File: src/rtl/dem_dwa_mchan.sv
// Multi-channel DEM encoder: maps time-multiplexed signed DSM codes onto unit-element
// selects using thermometer, DWA, bidirectional DWA or dither-randomised DWA.
module dem_dwa_mchan #(
    parameter int          NCH       = 2,
    parameter int          NELEM     = 16,
    parameter int          CODE_W    = 5,
    parameter logic [15:0] LFSR_SEED = 16'hACE1,
    localparam int         CH_W      = (NCH > 1) ? $clog2(NCH) : 1
) (
    input  logic                    mclk512,
    input  logic                    reset,
    input  logic                    dem_en,
    input  logic [1:0]              dem_mode,
    input  logic                    dem_clr,
    input  logic                    dsm_valid,
    input  logic [CH_W-1:0]         dsm_ch,
    input  logic [CODE_W-1:0]       dsm_code,
    output logic [NCH*NELEM-1:0]    dem_out,
    output logic [NCH-1:0]          dem_out_valid,
    output logic                    dem_ovfl,
    output logic                    dither
);

    localparam int               PTR_W = $clog2(NELEM);
    localparam int               SUM_W = CODE_W + PTR_W + 2;
    localparam logic [CH_W:0]    NCH_L = (CH_W + 1)'(NCH);

    logic [PTR_W-1:0]        ptr [NCH];
    logic [NCH-1:0]          dir;
    logic [15:0]             lfsr;

    logic                    ch_ok;
    logic                    accept;
    logic [CH_W-1:0]         ch_idx;
    logic signed [SUM_W-1:0] sum;
    logic [PTR_W:0]          k;
    logic                    clamp;
    logic [1:0]              offset;
    logic [PTR_W-1:0]        p_cur;
    logic [PTR_W-1:0]        start;
    logic [PTR_W-1:0]        p_next;
    logic [NELEM-1:0]        mask;
    logic [NELEM-1:0]        slice;
    logic [NCH-1:0]          valid_next;
    logic                    lfsr_fb;

    // dsm_valid qualifies a sample for exactly one cycle; there is no backpressure,
    // so every accepted sample produces its slice and valid pulse on the same edge.
    always_comb begin
        ch_ok   = ({1'b0, dsm_ch} < NCH_L);
        accept  = dem_en && dsm_valid && ch_ok && !dem_clr;
        ch_idx  = ch_ok ? dsm_ch : '0;
        p_cur   = ptr[ch_idx];
        offset  = {lfsr[0], lfsr[1]};
        lfsr_fb = lfsr[0] ^ lfsr[2] ^ lfsr[3] ^ lfsr[5];

        sum   = SUM_W'($signed(dsm_code)) + SUM_W'(NELEM / 2);
        k     = '0;
        clamp = 1'b0;
        if (sum[SUM_W-1]) begin
            clamp = 1'b1;
        end else if (sum > SUM_W'(NELEM)) begin
            k     = (PTR_W + 1)'(NELEM);
            clamp = 1'b1;
        end else begin
            k = sum[PTR_W:0];
        end

        // k == NELEM truncates to 0 here, which is exactly the mod-NELEM pointer step.
        start  = p_cur;
        p_next = p_cur;
        case (dem_mode)
            2'b00: begin
                start  = '0;
                p_next = p_cur;
            end
            2'b01: begin
                start  = p_cur;
                p_next = p_cur + k[PTR_W-1:0];
            end
            2'b10: begin
                if (!dir[ch_idx]) begin
                    start  = p_cur;
                    p_next = p_cur + k[PTR_W-1:0];
                end else begin
                    start  = p_cur - k[PTR_W-1:0];
                    p_next = p_cur - k[PTR_W-1:0];
                end
            end
            default: begin
                start  = p_cur + PTR_W'(offset);
                p_next = p_cur + PTR_W'(offset) + k[PTR_W-1:0];
            end
        endcase

        mask  = ~({NELEM{1'b1}} << k);
        slice = (mask << start) | (mask >> (NELEM - int'(start)));

        for (int c = 0; c < NCH; c++) begin
            valid_next[c] = accept && (ch_idx == CH_W'(c));
        end
    end

    always_ff @(posedge mclk512 or posedge reset) begin
        if (reset) begin
            dem_out       <= '0;
            dem_out_valid <= '0;
            dem_ovfl      <= 1'b0;
            dir           <= '0;
            lfsr          <= LFSR_SEED;
            for (int c = 0; c < NCH; c++) begin
                ptr[c] <= '0;
            end
        end else if (dem_clr) begin
            dem_out       <= '0;
            dem_out_valid <= '0;
            dem_ovfl      <= 1'b0;
            dir           <= '0;
            for (int c = 0; c < NCH; c++) begin
                ptr[c] <= '0;
            end
        end else begin
            dem_out_valid <= valid_next;
            if (accept) begin
                ptr[ch_idx]                      <= p_next;
                dem_out[ch_idx*NELEM +: NELEM]   <= slice;
                if (clamp) begin
                    dem_ovfl <= 1'b1;
                end
                if (dem_mode == 2'b10) begin
                    dir[ch_idx] <= ~dir[ch_idx];
                end
                if (dem_mode == 2'b11) begin
                    lfsr <= {lfsr_fb, lfsr[15:1]};
                end
            end
        end
    end

    assign dither = lfsr[0];

endmodule

File: config.mk
export PLATFORM = sky130hd
export DESIGN_NAME = dem_dwa_mchan
export DESIGN_NICKNAME = d
export VERILOG_FILES = /design/src/rtl/dem_dwa_mchan.sv
export SDC_FILE = /design/constraint.sdc
export NUM_CORES = 1
export LEC_CHECK = 0
export ABC_CLOCK_PERIOD_IN_PS = 11590
export CAP_MARGIN = 0
export CORE_AREA = 3 3 94 96
export DETAILED_ROUTE_END_ITERATION = 16
export DIE_AREA = 0 0 97 99
export MAX_ROUTING_LAYER = met4
export PLACE_DENSITY = 0.85
export SYNTH_ARGS = -nofsm -noshare
export SYNTH_HDL_FRONTEND = slang
export SYNTH_SLANG_ARGS = --single-unit
File: constraint.sdc
create_clock -name mclk512 -period 11.59 [get_ports mclk512]
set_input_delay 1.159 -clock mclk512 [delete_from_list [all_inputs] [get_ports mclk512]]
set_output_delay 1.159 -clock mclk512 [all_outputs]
set_load 0.02 [all_outputs]
==> results.cfg, run 1 <==
[routing]
drtIter0Drc = 457
vias_per_cell = 6.75
wl_met2_mm = 6.77
drt-total-wl_mm = 14.9
drtPass1Iterations = 5
antenna_left = 0
wl_per_cell_um = 20.5
dr_total_vias = 4887
dr_wl_met3_mm = 1.23
drc = 0
topRoutingLayerUsed = met4
wirelength_met1_mm = 6.42

[logic_synthesis]
synth.distinct_cells = 75
seq_area_frac_synth = 0.303
yosysWarnings = 0
postSynthAreaPerCell_sq_um = 8.51
synth_enable_flop_cells = 0
ys_seq_elements = 61
synth_fp_nets = 624
syn_inst = 595
syn_area_sq_um = 5060
ys_async_sr_fraction = 1.00
ys.flop_type = dfrtp_1

[cells_and_area]
seqCellArea_sq_um = 1540
num_antenna_cells = 0
drive_gt1_frac = 0.145
syn_to_final_growth_pct = 13.3
finalNonFillerCells = 724
fin_nets = 643
num-fill-cells = 605
multi_input_area_sq_um = 3250

[timing]
period_share = 0.597
relSlewSlack = 0.214
tns_ps = 0
fin_crit_ps = 6910
rsz0062_at_grt = no
finalHoldViolCount = 0
max_freq_mhz = 145
maxSlewViolCount = 0
finalClockSkew_ps = 2.40
setup_violations = 0
tightest_slew_ps = 1170

[critical_path]
crit_arrival_ps = 7120
crit_fanout = 26
crit_path_end_kind = register
worstReg2RegStart = ptr[1]
critPathLaunchType = input port
critical_path_required_ps = 11800
worstSetupStartpoint = dsm_ch
path_class = input port to register

[power]
power.density_nw_per_um2 = 112
irDropWorstVdd_v = 0.0000599
intPower_uw = 418
leakage_nw = 2.29
power.share.combinational = 0.315
p_seq_frac = 0.361
power.share.clock = 0.324
power.switching_fraction = 0.349
p_sw_uw = 224

[floorplan]
die_h_um = 99
die_w_um = 97
fp.coreArea_sq_um = 8130
start_util = 0.623
num_rows = 33
io_pins = 49
die_area_sq_um = 9600

[placed_design]
numPortBuffers = 48
gp_congestion = 0.957
dp_cells = 708
dp_hpwl_mm = 10.9

[clock_network]
cts_max_level = 3
tritoncts = yes
post-cts-setup-buffers = 0
ctsResizeCount = 0
clock_path_buffers = 2
cts_sinks = 61
cts.root.buffer_cell = clkbuf_8
numCtsBuffers = 9
insertion_delay_ps = 340
postCtsHoldBufs = 0
clk_pin_slew_ps = 70

[grt]
overflow = 0
grt_pass1_wl_mm = 24.3
antenna_found_initial = 0
grt_pass1_vias = 4552
grt_max_degree = 62
track_usage = 0.322

[run]
drv_cap = 0

[run_status]
status = completed

[min_path]
holdCritPathClass = register to register
hold_start = lfsr[15]
## cell usage after synthesis (13+ instances only)
| library cell | n | share of area |
|---|---|---|
| o21ai_0 | 24 | 0.024 |
| nor3_1 | 19 | 0.019 |
| nand2_1 | 47 | 0.035 |
| inv_1 | 14 | 0.010 |
| mux2_2 | 19 | 0.042 |
| o211ai_1 | 13 | 0.019 |
| clkbuf_1 | 30 | 0.022 |
| dfrtp_1 | 53 | 0.26 |
| nor2_1 | 80 | 0.059 |
| a211oi_1 | 41 | 0.061 |
| a21oi_1 | 43 | 0.043 |
## registers in the layout, indices dropped and copies added (netlist names)
signal,cells
dem_out_valid,2
lfsr,16
dir,2
ptr,8
dem_out,32
dem_ovfl,1
## cells by family (layout without fill, tap and decap cells)
logic type      after synthesis  after routing  synth area share
compound gates              205            205             0.297
xor+xnor                     17             17            0.0376
fa+ha+maj                    16             16            0.0455
buf+inv                      65             89            0.0561
flops                        61             61             0.303
mux                          36             36            0.0852
simple gates                195            195             0.175
## power groups by stage
stage | clock network (mW) | logic [mW] | registers (mW)
2_1_floorplan | 0 | 0.137 | 0.241
3_3_place_gp | 0 | 0.194 | 0.235
3_5_place_dp | 0 | 0.197 | 0.236
4_1_cts | 0.212 | 0.198 | 0.232
5_1_grt | 0.223 | 0.219 | 0.233
6_report | 0.208 | 0.202 | 0.232
## worst max-delay path, cell delays in order
cell and delay, ps:
clkdlybuf4s50_1 1030, mux2i_4 420, ha_1 220, inv_1 50, fa_1 530, mux2_2 180, mux2i_1 110, o21ai_2 600
inv_2 380, ha_1 780, inv_1 350, and3_1 260, nor4_1 380, nor3_1 140, nor3_1 360, a211oi_1 130
## cell usage in the layout, fill, tap and decap left out, drive strengths merged, types with 6 or more instances in the layout
cell            n
ha             12
a211oi         44
nor4            6
a32oi           7
o211ai         13
a31oi          10
mux2           21
dfrtp          53
a21oi          45
inv            19
nor3           20
nand3          13
and3            6
a311oi          6
o21ai          28
nand2          47
dfstp           8
clkbuf          9
mux2i          15
clkdlybuf4s50  48
xnor2          13
nor2           81
nand4           6
## cell type report
cell class | count | area share
multi-input combinational | 469 | 0.567
timing repair buffer | 53 | 0.0903
clock inverter | 7 | 0.0172
inverter | 20 | 0.0135
clock buffer | 9 | 0.0216
tap | 105 | 0.0229
sequential | 61 | 0.268
## through the flow
| stage | setup slack (ps) | utilization | hold WS, ps | area, sq um | total power [mW] |
|---|---|---|---|---|---|
| 5_1_grt | 4260 | 0.705 | 528 | 5740 | 0.676 |
| 3_3_place_gp | 4730 | 0.678 | 478 | 5510 | 0.429 |
| 3_5_place_dp | 4540 | 0.678 | 494 | 5510 | 0.433 |
| 4_1_cts | 4850 | 0.705 | 508 | 5740 | 0.642 |
| 2_1_floorplan | 6430 | - | 475 | 5060 | 0.378 |
| 6_report | 4680 | 0.705 | 503 | 5740 | 0.642 |
## final timing paths
check,slack (ps),endpoint,cells after the start
min in group asynchronous,1340,dem_out[19],3
worst min-delay path,500,lfsr[15],2
worst min register to register,500,lfsr[15],2
worst max register to register,6260,dem_out[5],14
worst max-delay path,4680,dem_out[5],16
max in group asynchronous,9750,dem_out[14],3
## layer usage
| layer | vias up | track usage |
|---|---|---|
| li1 | 2264 | - |
| met1 | 2319 | 0.450 |
| met2 | 263 | 0.468 |
| met3 | 41 | 0.0545 |
| met4 | 0 | 0.129 |
| met5 | - | - |
Note: power is estimated with default switching activity, not from simulation.
==> run 2, diff against run 1 <==
Settings changed: ABC_CLOCK_PERIOD_IN_PS 11590 to 7000, CORE_AREA 3 3 94 96 to 3 3 97 99, DIE_AREA 0 0 97 99 to 0 0 100 102, PLACE_DENSITY 0.85 to 0.81.
Clock period 11.59 ns to 7 ns, I/O delays scaled along.
==> results.cfg, run 2 <==
[run_status]
status = stopped before the end
haltStage = detailed routing (5_2_route)
firstError = [ERROR DRT-0255] Maze Route cannot find path of net mclk512 in worker of routeBox ( 48300 0 ) ( 100000 48300 ).

[floorplan]
start_util = 0.586
die_h_um = 102
die_w_um = 100
io_pins = 49
num_rows = 34

[placed_design]
gp_congestion = 1.00
place_ws_ps = 949
dp_hpwl_mm = 10.8
numPortBuffers = 48

[grt]
grt_pass1_vias = 4489
overflow = 0
track_usage = 0.302
grt_max_degree = 62
antenna_found_initial = 0
grt_pass1_wl_mm = 23.7

[logic_synthesis]
ys_async_sr_fraction = 1.00
synth_enable_flop_cells = 0
yosysMostFrequentCell = nor2_1
ys_top_cells_by_count = nor2_1 (80), dfrtp_1 (53), nand2_1 (47)
synth_top_area_frac = 0.262
yosysWarnings = 0
seq_area_frac_synth = 0.303
ys.flop_type = dfrtp_1
synth_area_leaders = dfrtp_1 (26%), a211oi_1 (6.1%), nor2_1 (5.9%), a21oi_1 (4.3%), mux2_2 (4.2%)
synth.distinct_cells = 75
synth_fp_nets = 624
syn_inst = 595
syn_area_sq_um = 5060
ys_seq_elements = 61
yosysTopAreaCell = dfrtp_1
postSynthAreaPerCell_sq_um = 8.51

[clock_network]
clock_path_buffers = 2
numCtsBuffers = 9
postCtsHoldBufs = 0
cts.root.buffer_cell = clkbuf_8
cts_max_level = 3
post-cts-setup-buffers = 0
ctsResizeCount = 0
cts_sinks = 61
run 2: stage by stage:
stage	area, sq um	hold WS [ps]	instances
after floorplan	5060	475	595
after global routing	5760	528	732
after CTS	5760	505	732
after global placement	5560	477	716
after detailed placement	5560	491	716
run 2: cell families after synthesis:
kind of cell	share of synthesized area
compound gates	0.297
simple gates	0.175
buf+inv	0.0561
flops	0.303
mux	0.0852
xor+xnor	0.0376
fa+ha+maj	0.0455
run 2: per-layer routing:
layer / global-route usage
met5: -
met4: 0.0891
met3: 0.0464
met2: 0.453
met1: 0.425
==> run 3, diff against run 2 <==
Settings changed: CORE_AREA 3 3 97 99 to 3 3 117 119, DIE_AREA 0 0 100 102 to 0 0 120 122, MAX_ROUTING_LAYER met4 to unset, PLACE_DENSITY 0.81 to unset, PLACE_DENSITY_LB_ADDON set to 0.15.
==> results.cfg, run 3 (synthesized netlist as in run 1, its figures left out) <==
[run_status]
status = completed

[timing]
maxSlewViolCount = 0
finalClockSkew_ps = 7.51
tns_ps = 0
period_share = 0.781
max_freq_mhz = 183
fin_crit_ps = 5470
rsz0062_at_grt = no
finalHoldViolCount = 0
worst_slack_ps = 1530
relSlewSlack = 0.237
tightest_slew_ps = 1140
fin_hold_ws_ps = 496
setup_violations = 0

[clock_network]
cts_sinks = 61
postCtsHoldBufs = 0
ctsResizeCount = 0
cts_max_level = 3
cts.root.buffer_cell = clkbuf_16
tritoncts = yes
insertion_delay_ps = 320
clk_pin_slew_ps = 50
post-cts-setup-buffers = 0
clock_path_buffers = 2
numCtsBuffers = 9

[critical_path]
crit_buf_inv = 4
cp_slowest_stage_delay_ps = 700
crit_chain = clkdlybuf4s50_1, xnor2_1, and2_1, ha_1, inv_1, fa_1, mux2_2, mux2i_1, o21ai_2, inv_2, ha_1, inv_1, nor2_1, o41ai_1, nor2_1, a211o_1, o41ai_1, o31a_1
critical_path_required_ps = 7250
cpLargestDelayFamily = compound AO/OA/AOI/OAI gates
critPathLaunchType = input port
crit_path_top_delay_cell = o41ai_1
path_class = input port to register
crit_path_end_kind = register
crit_fanout = 19
crit_arrival_ps = 5720

[floorplan]
io_pins = 49
die_w_um = 120
fp.coreArea_sq_um = 12700
start_util = 0.400
die_h_um = 122
num_rows = 41
die_area_sq_um = 14600

[routing]
dr_total_vias = 4796
vias_per_cell = 6.03
drtIter0Drc = 583
drt-total-wl_mm = 15.1
antenna_left = 0
drtPass1Iterations = 5
wl_per_cell_um = 19.0
drc = 0

[grt]
track_usage = 0.209
grt_max_degree = 62
grt_pass1_vias = 4574
grt_pass1_wl_mm = 24.7
antenna_found_initial = 0
overflow = 0

[run]
drv_cap = 0

[cells_and_area]
final_cell_mix = nor2_1 (79), dfrtp_1 (53), clkdlybuf4s50_1 (48), nand2_1 (47), a21oi_1 (43)
largest_reg_flops = 32
syn_to_final_growth_pct = 17.3
final_common_cell = nor2_1
fin_util = 0.469
num_antenna_cells = 0
largest-register = dem_out
reg_top3 = dem_out (32), lfsr (16), ptr (8)
drive_gt1_frac = 0.151
fin_nets = 648

[min_path]
holdCritPathClass = register to register

[power]
power.density_nw_per_um2 = 195
irDropWorstVdd_v = 0.0000989
leakage_nw = 2.35

[placed_design]
place_ws_ps = 1330
dp_hpwl_mm = 11.3
numPortBuffers = 48
gp_congestion = 0.905
==> run 3: layer usage <==
layer / GRT usage / vias up / share of wire
li1: - / 2262 / -
met2: 0.321 / 197 / 0.44
met5: 0 / - / 0
met4: 0.0480 / 0 / 0.014
met1: 0.311 / 2317 / 0.47
met3: 0.0325 / 20 / 0.076
==> run 3: path summary, 6_finish.rpt <==
kind,slack [ps],depth (start not counted),startpoint,to
worst max-delay path,1530,18,dsm_code[3],dem_out[8]
worst max register to register,2170,15,ptr[4],dem_out[8]
min in group asynchronous,940,3,reset,dem_out[3]
worst min-delay path,500,2,dem_ovfl,dem_ovfl
max in group asynchronous,5560,3,reset,dir[1]
worst min register to register,500,2,dem_ovfl,dem_ovfl
==> run 3: stage by stage <==
step / instances / instance area [sq um] / total power, mW
4_1_cts: 796 / 5940 / 1.16
2_1_floorplan: 595 / 5060 / 0.626
5_1_grt: 796 / 5940 / 1.22
6_report: 796 / 5940 / 1.16
3_3_place_gp: 780 / 5640 / 0.717
3_5_place_dp: 780 / 5640 / 0.720
==> run 3: final cells by class <==
type                    instances  area [sq um]
well taps                     172           215
repair buffers                 58           556
fillers                      1256          6730
clock inverters                 5          60.1
inverters                      20          77.6
flip-flops and latches         61          1540
clock buffers                  11           243
multi-input cells             469          3250
==> run 3: worst reg2reg max path, cell delays in order (launching register included) <==
cell      delay, ps
dfrtp_1         420
mux2i_4         290
inv_1           140
ha_1            350
nor2b_1          80
a211oi_4        400
a21o_4          380
inv_4           200
ha_1            580
inv_1           410
nor2_1           80
o41ai_1         700
nor2_1           80
a211o_1         300
o41ai_1         120
o31a_1          220
==> run 3: power by group <==
group,switching (mW),internal [mW],total (mW)
sequential,0.0105,0.373,0.383
combinational,0.217,0.120,0.336
clock,0.155,0.286,0.440
